## src/rtl/tensor_issue_arb.sv

```systemverilog
// tensor_issue_arb: round-robin arbiter/sequencer sharing one 4-lane BF16
// tensor unit among four warp-slot requesters. One op in flight at a time;
// responses are tagged with the requester index and carry an error flag for
// illegal ops or a watchdog timeout.
module tensor_issue_arb #(
  parameter int NREQ    = 4,
  parameter int TIMEOUT = 16
) (
  input  logic                 clk,
  input  logic                 rst_n,
  input  logic [NREQ-1:0]      req_valid,
  output logic [NREQ-1:0]      req_ready,
  input  logic [3*NREQ-1:0]    req_op,
  input  logic [64*NREQ-1:0]   req_a,
  input  logic [64*NREQ-1:0]   req_b,
  input  logic [64*NREQ-1:0]   req_acc,
  output logic                 tu_start,
  output logic [2:0]           tu_op,
  output logic [63:0]          tu_a,
  output logic [63:0]          tu_b,
  output logic [63:0]          tu_acc,
  input  logic [63:0]          tu_rd,
  input  logic                 tu_done,
  output logic                 rsp_valid,
  input  logic                 rsp_ready,
  output logic [1:0]           rsp_id,
  output logic [63:0]          rsp_data,
  output logic                 rsp_err,
  output logic                 busy
);

  localparam int IW = 2;
  localparam int CW = $clog2(TIMEOUT) + 1;
  localparam logic [2:0] OP_MAX = 3'd4;  // RELU is the highest legal code

  typedef enum logic [1:0] {IDLE, ISSUE, WAIT, RESP} state_t;

  state_t                  state, nxt;
  logic [IW-1:0]           last_grant;
  logic [CW-1:0]           wd_cnt;
  logic                    wd_expire;
  logic                    gnt_vld;
  logic [IW-1:0]           gnt_idx;
  logic [IW-1:0]           cand;
  logic                    legal;

  // per-requester views of the flat operand buses
  logic [NREQ-1:0][2:0]    op_v;
  logic [NREQ-1:0][63:0]   a_v, b_v, acc_v;

  for (genvar i = 0; i < NREQ; i++) begin : g_unpack
    assign op_v[i]  = req_op[3*i +: 3];
    assign a_v[i]   = req_a[64*i +: 64];
    assign b_v[i]   = req_b[64*i +: 64];
    assign acc_v[i] = req_acc[64*i +: 64];
  end

  // round-robin search: candidates closest after last_grant win; last_grant
  // itself is checked last (k == NREQ wraps back onto it)
  always_comb begin
    gnt_vld = 1'b0;
    gnt_idx = '0;
    cand    = '0;
    for (int k = NREQ; k >= 1; k--) begin
      cand = last_grant + IW'(k);
      if (req_valid[cand]) begin
        gnt_vld = 1'b1;
        gnt_idx = cand;
      end
    end
  end

  assign legal     = (op_v[gnt_idx] <= OP_MAX);
  // counter was cleared in ISSUE, so it reaches TIMEOUT after TIMEOUT WAIT cycles
  assign wd_expire = (wd_cnt == CW'(TIMEOUT - 1));

  // state register
  always_ff @(posedge clk or negedge rst_n) begin
    if (!rst_n) state <= IDLE;
    else        state <= nxt;
  end

  // next-state logic; done has priority over the watchdog
  always_comb begin
    nxt = state;
    case (state)
      IDLE:  if (gnt_vld) nxt = legal ? ISSUE : RESP;
      ISSUE: nxt = WAIT;
      WAIT:  if (tu_done || wd_expire) nxt = RESP;
      RESP:  if (rsp_ready) nxt = IDLE;
      default: nxt = IDLE;
    endcase
  end

  // state-decoded outputs; the request handshake is combinational in IDLE
  always_comb begin
    req_ready = '0;
    if (state == IDLE && gnt_vld) req_ready[gnt_idx] = 1'b1;
    tu_start  = (state == ISSUE);
    rsp_valid = (state == RESP);
    busy      = (state != IDLE);
  end

  // datapath: latch the granted request, run the watchdog, capture the result
  always_ff @(posedge clk or negedge rst_n) begin
    if (!rst_n) begin
      last_grant <= IW'(NREQ - 1);
      wd_cnt     <= '0;
      tu_op      <= '0;
      tu_a       <= '0;
      tu_b       <= '0;
      tu_acc     <= '0;
      rsp_id     <= '0;
      rsp_data   <= '0;
      rsp_err    <= 1'b0;
    end else begin
      case (state)
        IDLE: if (gnt_vld) begin
          rsp_id <= gnt_idx;
          tu_op  <= op_v[gnt_idx];
          tu_a   <= a_v[gnt_idx];
          tu_b   <= b_v[gnt_idx];
          tu_acc <= acc_v[gnt_idx];
          if (!legal) begin
            rsp_data <= '0;
            rsp_err  <= 1'b1;
          end
        end
        ISSUE: wd_cnt <= '0;
        WAIT: begin
          wd_cnt <= wd_cnt + CW'(1);
          if (tu_done) begin
            rsp_data <= tu_rd;
            rsp_err  <= 1'b0;
          end else if (wd_expire) begin
            rsp_data <= '0;
            rsp_err  <= 1'b1;
          end
        end
        RESP: if (rsp_ready) last_grant <= rsp_id;
        default: ;
      endcase
    end
  end

endmodule
```

## config.mk

```make
export PLATFORM = sky130hd
export DESIGN_NAME = tensor_issue_arb
export DESIGN_NICKNAME = d
export VERILOG_FILES = /design/src/rtl/tensor_issue_arb.sv
export SDC_FILE = /design/constraint.sdc
export NUM_CORES = 1
export LEC_CHECK = 0
export BUFFER_PORTS_ARGS = -buffer_cell sky130_fd_sc_hd__buf_2
export CAP_MARGIN = 20
export CORE_AREA = 2 2 441 443
export DETAILED_ROUTE_END_ITERATION = 8
export DIE_AREA = 0 0 443 445
export SYNTH_ARGS = -nofsm -noshare
export SYNTH_HDL_FRONTEND = slang
export SYNTH_SLANG_ARGS = --single-unit
```

## constraint.sdc

```tcl
create_clock -name clk -period 4.8 [get_ports clk]
set_input_delay 0.24 -clock clk [delete_from_list [all_inputs] [get_ports clk]]
set_output_delay 0.24 -clock clk [all_outputs]
set_load 0.01 [all_outputs]
```

[After elaboration in Yosys (flattened, before gate mapping)]
Cells that the tools add are included.
Storage, ports and cells
  flip-flop bits (word level): 271
  bits in latches: 0
  memory bits (writable): 0
  memory bits (read-only): 0
  output and inout bits: 269
  logic and storage cells: 84
  memories kept: 0
Cells by class
  add/subtract/negate cells: 4
  multipliers: 0
  divide/modulo/power cells: 0
  $lt $le $gt $ge: 7
  equal/unequal tests: 9
  shift operators: 0
  muxes and demuxes: 43
  bitwise gates (word level): 0
  reduce and logical (&&, ||, !) cells: 11
Operator list (number)
  two-way mux 64 bit: 7
  binary-select mux 64 bit (select 2 bit): 3
  case mux 64 bit (2 select lines): 1
  two-way mux 2 bit: 8
  < comparator 2 x 3 -> 1 bit (second input constant): 5
  two-way mux 1 bit: 13
  case mux 5 bit (2 select lines): 1
  binary-select mux 1 bit (select 2 bit): 4
  case mux 2 bit (4 select lines): 1
  binary-select mux 3 bit (select 2 bit): 1
  != test 2 bit (second input constant): 3
  nonzero test 2 bit: 3
  adder 5 x 1 -> 5 bit (second input constant): 1
  == test 5 x 4 -> 1 bit (second input constant): 1
  adder 2 bit (second input constant): 2
  == test 2 bit (second input constant): 2
  two-way mux 4 bit: 1
  AND reduction 2 bit: 2
  AND reduction 4 bit: 1
  <= comparator 3 bit (second input constant): 1
  two-way mux 3 bit: 1
  != test 3 bit (second input constant): 1
  AND reduction 3 bit: 1
  adder 2 x 1 -> 2 bit (second input constant): 1
  8 further kinds: 9

[Longest topological paths before layout]
Gate-level depths: netlist of run 1.
  word-level depth: 12
  mapped depth: 9
  mapped depth without buffers: 8

[Least setup slack after synthesis of run 1]
OpenSTA, ideal clock, no wires.
  path type: reg-to-reg
  start point: reg last_grant[1]
  end point: reg rsp_data[10]
  library setup time: 0.127 ns
  arrival: 2.355 ns
  required time: 4.673 ns
  slack: 2.317 ns
  stages on the path, launching flop included: 9
  path buffers: 3
  clock period less this slack: 2.483 ns
  path through: dfstp_2 -> clkbuf_1 -> o21ai_1 -> o221a_1 -> buf_2 -> mux2_2 -> o221ai_4 -> buf_6 -> mux2_1
Between the ends
  longest elaborated chain between the ends: 11
  elaborated cells on any way between the ends: 25
  those cells by class: add/sub: 3; order compare: 1; eq/ne: 2; mux: 18; reduce/logical: 1
Ends and longest elaborated chain
  start: declaration: RTL line 39  | logic [IW-1:0] last_grant;
  start signal: assignment: RTL line 107  | last_grant <= IW'(NREQ - 1);
  start signal: assignment: RTL line 140  | RESP: if (rsp_ready) last_grant <= rsp_id;
  adder 2 bit / binary-select mux 1 bit (select 2 bit) (equally long branches): RTL line 65, 66
  binary-select mux 1 bit (select 2 bit) / two-way mux 1 bit (equally long branches): RTL line 66  | if (req_valid[cand]) begin
  two-way mux 1 bit (implied by the code) / two-way mux 2 bit (equally long branches): RTL line 66
  two-way mux 2 bit (3 in series): RTL line 66
  binary-select mux 3 bit (select 2 bit): RTL line 73  | assign legal = (op_v[gnt_idx] <= OP_MAX);
  two-way mux 3 bit (implied by the code): RTL line 73
  <= comparator 3 bit: RTL line 73
  != test 2 bit (no source line)
  AND reduction 4 bit (no source line) (*)
  end signal: assignment: RTL line 133  | rsp_data <= tu_rd;
  end: declaration: RTL line 27  | output logic [63:0] rsp_data,
Every way passes the cells marked *; elsewhere a longest branch is shown, timed or not. The select of a mux whose other input is x is not followed.
A chain may end at the register's enable or synchronous reset.

[Worst setup path in the final report of run 1]
  start point: reg last_grant[0]
  end point: reg tu_acc[47]
Between the ends
  longest elaborated chain between the ends: 8
  elaborated cells on any way between the ends: 22
  those cells by class: add/sub: 3; mux: 18; reduce/logical: 1
Ends and longest elaborated chain
  adder 2 bit / binary-select mux 1 bit (select 2 bit) (equally long branches): RTL line 65, 66
  binary-select mux 1 bit (select 2 bit) / two-way mux 1 bit (equally long branches): RTL line 66
  two-way mux 1 bit (implied by the code) / two-way mux 2 bit (equally long branches): RTL line 66
  two-way mux 2 bit (3 in series): RTL line 66
  binary-select mux 64 bit (select 2 bit): RTL line 123  | tu_acc <= acc_v[gnt_idx];
  two-way mux 64 bit (implied by the code): RTL line 123
  end signal: assignment: RTL line 123
  end: declaration: RTL line 21  | output logic [63:0] tu_acc,
Several ways; a longest one is shown, not always the timed one. The select of a mux whose other input is x is not followed.

==> impl_metrics.ini, run 1 <==
[status]
status = completed

[global_route]
antenna_found_initial = 66
grtUsageMet1_pct = 17.69
grt_most_used_layer = met2
grt_usage_pct = 15.02
grt_util_met3_pct = 4.428
grt_start_max_net_pins = 151
grt_pass1_wl_mm = 202.7
grt-ovfl-total = 0
use_met2_pct = 25.84
grt_pass1_vias = 23590

[cts]
cts_tree = yes
cts_buffer_depth = 3
cts_buffers = 42
cts_setup_buffers = 0
cts_num_sinks = 271
cts_root_buffer = clkbuf_16
clkLatencyLatePin_ps = 670
path_clk_slew_ps = 60
cts-htree-levels = 2
cts_resized = 0

[yosys]
synth_largest_area_cell = dfrtp_1
ys_types = 36
ys_seq_area_share_pct = 40.28
netlist_instances = 2248
yosys_warnings = 0
ys_ff_latch = 271
synthFlopType = dfrtp_1
syn_nets = 3106
synthArstFlopShare_pct = 100.0
synth_edf_count = 0
syn_area_mm2 = 0.01684
synthTopCellsByArea = dfrtp_1, nand2_1, and3_1
syn_area_per_cell_um2 = 7.492
synth.top_cell.area_share_pct = 39.97

[worst_setup_path]
slowest_stage = dlygate4sd3_1
path_common_cell = dlygate4sd3_1
reg2regPathDepth = 9
critical_path_class = flip-flop to flip-flop
cp-end-kind = flip-flop
worst_setup_path_start_kind = flip-flop
slowest_delay_ps = 580
crit_required_ps = 5350
arrival_ps = 4700
timing.rr.start = last_grant[0]
path_cells = nand2b_1, o221a_4, buf_12, buf_4, nand2_1, and3_1, dlygate4sd3_1, o31ai_1, dlygate4sd3_1
r2r_setup_slack_ps = 650
crit_fanout = 107
r2r_end = tu_acc[47]

[route]
vias = 23710
drtIter0Drc = 1764
ant_nets = 0
wirelength_mm = 154.6
drc = 0
dr.pass1.iters = 5
via_per_inst = 3.693
wire_per_inst_um = 24.09

[hold_path]
hold_path.class = primary input to flip-flop
hold_depth = 4
hold_start = req_a[47]
hold_path_end = tu_a[47]

[placed_design]
pre_cts_ws_ps = 1491
dp_cells = 5737
portBuffers = 1120
finalWeightedCongestion = 1.016
dp_hpwl_mm = 125.1

[sta]
slew_headroom_pct = 30.89
skew_ps = 62.45
worstMarginPinSlew_ps = 1037
slew_violations = 0
fin_crit_sh_pct = 86.52
finalCriticalPeriod_ps = 4153
fin_hold_ws_ps = 54.43
rsz0062_at_grt = no
fmax_mhz = 240.8
fin_tns_setup_ps = 0
setup_viol = 0
finalHoldViolCount = 0
layout_setup_ws_ps = 647.1

[power_and_ir_drop]
vdd_ir_drop_max_mv = 0.4094
power_density_mw_per_mm2 = 619.1
p_leak_uw = 0.01708
fin_total_pwr_uw = 20170

[die]
io-pin-count = 1121
coreArea_mm2 = 0.1920
fp.dieH_um = 445
die_x_um = 443
row_count = 161
initial_core_util_pct = 8.773
dieArea_mm2 = 0.1971

[cells_and_area]
areaGrowthSynthToFinish_pct = 93.44
multi_input_area_mm2 = 0.009288
register_area_mm2 = 0.006784
finalNonFillerCells = 6419
fillers = 21900
final_cell_mix = buf_2, nand2_1, dlygate4sd3_1
drive_gt1_share_pct = 32.44
nNetsFinal = 4681
final_common_cell = buf_2

[flow_run]
drv_cap = 0
area by class of cell:
type                            instances  share of cell area (%)
Sequential cell                       271                   20.82
Multi-Input combinational cell       1770                   28.51
Clock inverter                         29                   1.168
Antenna cell                           37                  0.2842
Timing Repair Buffer                 1728                   36.07
Inverter                               10                  0.1152
Clock buffer                           48                   3.326
Tap cell                             2526                   9.702
per-layer routing:
metal  vias up  part of all wire, %  wire length, µm
met5         -                0.024               37
met4         6                  3.1             4836
met3       207                  8.2            12680
met2       987                   49            75830
met1     11690                   40            61250
li1      10820                    -                -
sequential cells by signal (all words and copies together) (netlist names):
signal,cells
state,2
rsp_err,1
tu_a,64
rsp_data,64
tu_acc,64
wd_cnt,5
last_grant,2
rsp_id,2
tu_op,3
tu_b,64
what timing repair did:
item | in CTS | in global routing
endpoints found under the setup margin | 0 | 0
hold endpoints to repair | 303 | 0
hold buffers | 568 | 0
metrics by stage:
| stage | utilization, % | area, µm² |
|---|---|---|
| global placement | 13.20 | 25340 |
| detailed placement | 13.20 | 25340 |
| finish | 16.97 | 32580 |
| global route | 16.96 | 32550 |
| floorplan | - | 16840 |
| CTS | 16.92 | 32480 |
synth_stat cells (3+ instances only):
| cell type | number |
|---|---|
| nand2_1 | 985 |
| and3_1 | 455 |
| dfrtp_1 | 269 |
| o31ai_1 | 197 |
| clkbuf_1 | 187 |
| mux2_1 | 60 |
| o21ai_0 | 17 |
| inv_1 | 10 |
| mux2_2 | 9 |
| buf_6 | 6 |
| ha_1 | 6 |
| nand3_1 | 5 |
| nor3_1 | 5 |
| a21oi_1 | 3 |
| buf_1 | 3 |
| nor2_1 | 3 |
| o21a_1 | 3 |
| o22ai_1 | 3 |
cells by family after synthesis:
family / Yosys count / share of synthesized area, %
DFF: 271 / 40.28
AOI/OAI and AO/OA: 233 / 10.21
adders and majority gates: 6 / 0.4458
muxes: 69 / 4.614
buffers and inverters: 207 / 4.889
and+or+nand+nor: 1462 / 39.56
report_power, final:
part	leakage (µW)	switching [µW]	internal [µW]
combinational	0.0130	7250	5290
clock	0.000704	1520	1940
sequential	0.00342	753	3410
total	0.0171	9520	10600
worst max-delay path: cells and delay by family (launching register included):
family	cells	cell delay (ps)
simple gates	3	530
flops	1	540
buf+inv	4	1950
compound gates	2	750
worst max-delay path by stage:
stage / startpoint / end / cells past startpoint
floorplan: last_grant[1] / rsp_data[10] / 8
global placement: req_valid[3] / rsp_data[63] / 7
detailed placement: req_valid[3] / rsp_data[63] / 7
CTS: last_grant[1] / tu_acc[33] / 9
global route: last_grant[0] / tu_acc[45] / 9
finish: last_grant[0] / tu_acc[47] / 9
(Power assumes the default switching activity.)
==> run 2, diff against run 1 <==
clock period = 5 ns   (was 4.8 ns; I/O delays follow)
==> impl_metrics.ini, run 2 (synthesis gave the netlist of run 1 again) <==
[placed_design]
portBuffers = 1120
finalWeightedCongestion = 1.014
dp_hpwl_mm = 120.7

[route]
wirelength_mm = 151.7
via_per_inst = 3.673
dr.pass1.iters = 7
wire_per_inst_um = 23.66
drtIter0Drc = 1720
ant_nets = 0
vias = 23540
drc = 0

[die]
io-pin-count = 1121
die_x_um = 443
row_count = 161
initial_core_util_pct = 8.773
coreArea_mm2 = 0.1920
fp.dieH_um = 445
dieArea_mm2 = 0.1971

[global_route]
grt_start_max_net_pins = 167
antenna_found_initial = 52
grt_pass1_vias = 23550
grt_usage_pct = 14.71
grt_pass1_wl_mm = 199.1
grt-ovfl-total = 0

[cts]
cts_resized = 0
cts_buffers = 42
cts_tree = yes
cts_buffer_depth = 3
cts_num_sinks = 271
path_clk_slew_ps = 60
cts-htree-levels = 2
clkLatencyLatePin_ps = 650
cts_root_buffer = clkbuf_16

[flow_run]
drv_cap = 0

[sta]
slew_headroom_pct = 23.59
worstMarginPinSlew_ps = 1146
rsz0062_at_grt = no
slew_violations = 0
fmax_mhz = 238.1
finalCriticalPeriod_ps = 4200
fin_tns_setup_ps = 0
setup_viol = 0
finalHoldViolCount = 0
skew_ps = 40.80
fin_crit_sh_pct = 83.99

[worst_setup_path]
arrival_ps = 4800
reg2regPathDepth = 8
worst_setup_path_start_kind = flip-flop
r2r_end = tu_b[52]
r2r_setup_slack_ps = 800
critical_path_class = flip-flop to flip-flop
timing.rr.start = last_grant[0]
crit_required_ps = 5600
cp-end-kind = flip-flop
crit_fanout = 51
worstSetupStartpoint = last_grant[0]

[hold_path]
hold_start = req_a[82]
hold_depth = 4
hold_path.class = primary input to flip-flop
hold_path_end = tu_a[18]

[cells_and_area]
final_common_cell = buf_2
final_cell_mix = buf_2, nand2_1, dlygate4sd3_1
nNetsFinal = 4692
drive_gt1_share_pct = 31.95
areaGrowthSynthToFinish_pct = 94.18

[status]
status = completed

[power_and_ir_drop]
p_leak_uw = 0.01715
fin_total_pwr_uw = 19540
vdd_ir_drop_max_mv = 0.3549
power_density_mw_per_mm2 = 597.6
==> run 2: cell type report <==
cell class / count / area, µm²
tap: 2526 / 3161
timing repair buffer: 1739 / 11920
multi-input combinational: 1770 / 9288
fill: 21870 / 159300
antenna: 21 / 52.55
clock buffer: 53 / 1152
clock inverter: 19 / 310.3
sequential: 271 / 6784
inverter: 10 / 37.54
==> run 2: per-stage QoR <==
| stage | utilization, % | area (µm²) | cells | setup slack, ps | hold WS (ps) |
|---|---|---|---|---|---|
| 2_1_floorplan | - | 16840 | 2248 | 2517 | -45.59 |
| 3_3_place_gp | 13.16 | 25270 | 5725 | 1718 | 215.9 |
| 3_5_place_dp | 13.16 | 25270 | 5725 | 1687 | 223.2 |
| 4_1_cts | 17.01 | 32650 | 6388 | 788.9 | 1.112 |
| 5_1_grt | 17.03 | 32680 | 6402 | 499.6 | 23.12 |
| 6_report | 17.03 | 32700 | 6409 | 800.5 | 62.48 |
==> run 2: worst max-delay path by stage <==
stage | depth (start not counted) | slack (ps) | to
2_1_floorplan | 8 | 2520 | rsp_data[10]
3_3_place_gp | 7 | 1720 | rsp_data[63]
3_5_place_dp | 7 | 1690 | rsp_data[17]
4_1_cts | 8 | 790 | tu_b[47]
5_1_grt | 8 | 500 | tu_b[50]
6_report | 8 | 800 | tu_b[52]
==> run 2: where the power goes <==
group / internal (µW) / total, µW / switching (µW)
Combinational: 5190 / 12300 / 7070
Clock: 1910 / 3310 / 1400
Sequential: 3280 / 3980 / 696
Total: 10400 / 19500 / 9160
==> run 2: repair_timing <==
action,4_1_cts,5_1_grt
setup endpoints to repair,0,0
hold buffers,591,0
hold endpoints to repair,296,0
buffers inserted,0,0
==> run 2: metal layers <==
layer | GRT usage, % | part of all wire (%) | vias up
li1 | - | - | 10800
met1 | 16.84 | 38 | 11530
met2 | 24.97 | 48 | 1012
met3 | 5.344 | 9.5 | 196
met4 | 5.376 | 3.6 | 8
met5 | 0 | 0.038 | -
==> run 2: critical path: stages (launching register included) <==
cell,delay [ps]
dfstp_2,540
nor2b_1,100
o21ai_0,440
nand3_4,750
buf_4,610
and3_1,240
dlygate4sd3_1,550
o31ai_1,230
dlygate4sd3_1,590
==> run 3, diff against run 2 <==
ABC_AREA = 1   (was not set)
CORE_AREA = 2 2 431 433   (was 2 2 441 443)
DIE_AREA = 0 0 433 435   (was 0 0 443 445)
clock period = 3.8 ns   (was 5 ns; I/O delays follow)
==> impl_metrics.ini, run 3 <==
[yosys]
synthFlopType = dfrtp_1
synth.top_cell.area_share_pct = 42.54
yosys.area_share.simple_pct = 27.19
ys_ff_latch = 271
synth_edf_count = 0
ys_types = 27
synth_xor_area_share_pct = 0
netlist_instances = 2264
syn_nets = 3122
synthAdderAreaFrac_pct = 0.4745
synth_largest_area_cell = dfrtp_1
ys_seq_area_share_pct = 42.88
synth_compound_area_share_pct = 22.03
yosys-top-cells-count = nor2_1, o21ai_0, nand2_1, dfrtp_1, clkbuf_1
synth_top_family_by_area = simple AND/OR/NAND/NOR gates
syn_area_mm2 = 0.01582
post-synth-top-count-cell = nor2_1
syn_area_per_cell_um2 = 6.989
synthTopCellsByArea = dfrtp_1, nor2_1, o21ai_0
synthArstFlopShare_pct = 100.0
synth.area.mux_share_pct = 0
yosys_warnings = 0

[worst_setup_path]
r2r_setup_slack_ps = 240
slowest_stage = dfstp_2
crit_family = simple AND/OR/NAND/NOR gates
slowest_delay_ps = 610
critical_path_class = flip-flop to flip-flop
timing.rr.start = last_grant[0]
critPathBufInv = 5
worst_setup_path_start_kind = flip-flop
reg2regPathDepth = 14
arrival_ps = 4080
path_cells = inv_1, nand2_1, nand2_1, nand2_1, nand2_1, inv_2, nand2_1, nand2_4, nand2_8, buf_12, buf_12, nor2_1, o221ai_1, dlygate4sd3_1
cp-end-kind = flip-flop
crit_required_ps = 4320
path_common_cell = nand2_1
crit_fanout = 91
r2r_end = tu_a[35]

[placed_design]
portBuffers = 1120
finalWeightedCongestion = 1.020
dp_hpwl_mm = 125.9
place_area_mm2 = 0.02431

[route]
via_per_inst = 3.712
wirelength_mm = 155.2
vias = 23920
wire_per_inst_um = 24.09
drtIter0Drc = 1373
dr.pass1.iters = 8
drc = 0
ant_nets = 0

[die]
coreArea_mm2 = 0.1840
dieArea_mm2 = 0.1884
die_x_um = 433
row_count = 158
initial_core_util_pct = 8.597
fp.dieH_um = 435
io-pin-count = 1121

[cells_and_area]
multi_input_area_mm2 = 0.007921
drive_gt1_share_pct = 32.36
areaGrowthSynthToFinish_pct = 101.8
fillers = 21170
final_cell_mix = buf_2, nor2_1, dlygate4sd3_1
nNetsFinal = 4747
finalInstanceArea_mm2 = 0.03194
final_common_cell = buf_2
register_area_mm2 = 0.006784

[sta]
worstMarginPinSlew_ps = 995.0
fin_crit_sh_pct = 93.65
setup_viol = 0
slew_violations = 0
finalCriticalPeriod_ps = 3559
skew_ps = 18.49
finalHoldViolCount = 0
rsz0062_at_grt = no
slew_headroom_pct = 33.66
fin_tns_setup_ps = 0
fmax_mhz = 281.0

[global_route]
antenna_found_initial = 81
grt_start_max_net_pins = 145
grt_pass1_vias = 23730
grt-ovfl-total = 0
grt_pass1_wl_mm = 203.0
grt_usage_pct = 15.75

[cts]
path_clk_slew_ps = 60
clkLatencyLatePin_ps = 630
cts_buffer_depth = 3
cts_num_sinks = 271
cts_root_buffer = clkbuf_16
cts_buffers = 43
cts_tree = yes
cts-htree-levels = 2

[status]
status = completed

[hold_path]
hold_depth = 5
hold_path_end = tu_b[16]
hold_start = req_b[16]
hold_path.class = primary input to flip-flop

[flow_run]
drv_cap = 0

[power_and_ir_drop]
vdd_ir_drop_max_mv = 0.8788
power_density_mw_per_mm2 = 1025
p_leak_uw = 0.01474
-- run 3: cell count changes after synthesis, moves of 26 or more --
cell      previous run  this run
nor2_1               3       730
nand2_1            985       286
and3_1             455         0
o21ai_0             17       392
o31ai_1            197         0
o221ai_1             1       101
a31oi_1              1        91
inv_1               10        88
nand3_1              5        81
mux2_1              60         0
clkbuf_1           187       143
buf_2                1        27
-- run 3: kinds of logic after synthesis --
family | count (synthesis)
AND/OR/NAND/NOR | 1110
AO/OA/AOI/OAI | 596
adder cells (fa/ha/maj) | 6
buffers and inverters | 281
flip-flops | 271
-- run 3: final cells by class --
type	count	area share [%]
clock inverter	23	0.7914
antenna	43	0.3369
clock buffer	54	3.722
tap	2480	9.716
timing repair buffer	1769	38.20
sequential	271	21.24
inverter	91	1.191
multi-input combinational	1713	24.80
-- run 3: where the power goes --
group,switching [µW],internal [µW]
Clock,1780,2490
Sequential,968,4430
Combinational,14300,8810
Total,17000,15700
-- run 3: how the worst max path moves through the flow --
| stage | startpoint | end | slack [ps] | cells after the start |
|---|---|---|---|---|
| 2_1_floorplan | last_grant[0] | rsp_data[13] | 1570 | 21 |
| 3_3_place_gp | last_grant[0] | rsp_data[48] | 460 | 17 |
| 3_5_place_dp | last_grant[0] | rsp_data[48] | 480 | 17 |
| 4_1_cts | last_grant[0] | tu_b[38] | 20 | 16 |
| 5_1_grt | last_grant[0] | tu_b[38] | 90 | 15 |
| 6_report | last_grant[0] | tu_a[35] | 240 | 14 |
-- run 3: worst reg2reg max path: stages, from the launching register on --
cell and delay, ps:
dfstp_2 610, inv_1 120, nand2_1 70, nand2_1 100
nand2_1 160, nand2_1 90, inv_2 80, nand2_1 90
nand2_4 190, nand2_8 150, buf_12 190, buf_12 160
nor2_1 660, o221ai_1 200, dlygate4sd3_1 580
-- run 3: per-stage QoR --
| stage | setup WS, ps | hold slack (ps) | instances | util [%] | power, µW |
|---|---|---|---|---|---|
| final | 241.3 | 34.37 | 6444 | 17.35 | 32740 |
| after global routing | 93.76 | 44.77 | 6433 | 17.34 | 35370 |
| after CTS | 21.17 | 0.06389 | 6391 | 17.22 | 32980 |
| after floorplan | 1569 | -105.6 | 2264 | - | 15380 |
| after global placement | 462.6 | 306.7 | 5721 | 13.21 | 24490 |
| after detailed placement | 475.5 | 302.8 | 5721 | 13.21 | 24560 |
-- run 3: repair_timing --
| item | CTS | global route |
|---|---|---|
| gates resized for setup | 0 | 10 |
| endpoints found under the setup margin | 2 | 136 |
| endpoints found under the hold margin | 335 | 0 |
| hold buffers | 594 | 0 |
| setup buffers | 0 | 9 |
| pin swaps | 0 | 1 |
| gates cloned | 0 | 1 |
-- run 3: routing by layer --
metal / vias to the layer above / GRT usage (%) / share of wire [%]
li1: 10910 / - / -
met1: 11620 / 17.70 / 37
met2: 1110 / 27.17 / 49
met3: 261 / 4.378 / 8.2
met4: 28 / 7.709 / 5.1
met5: - / 0 / 0.11
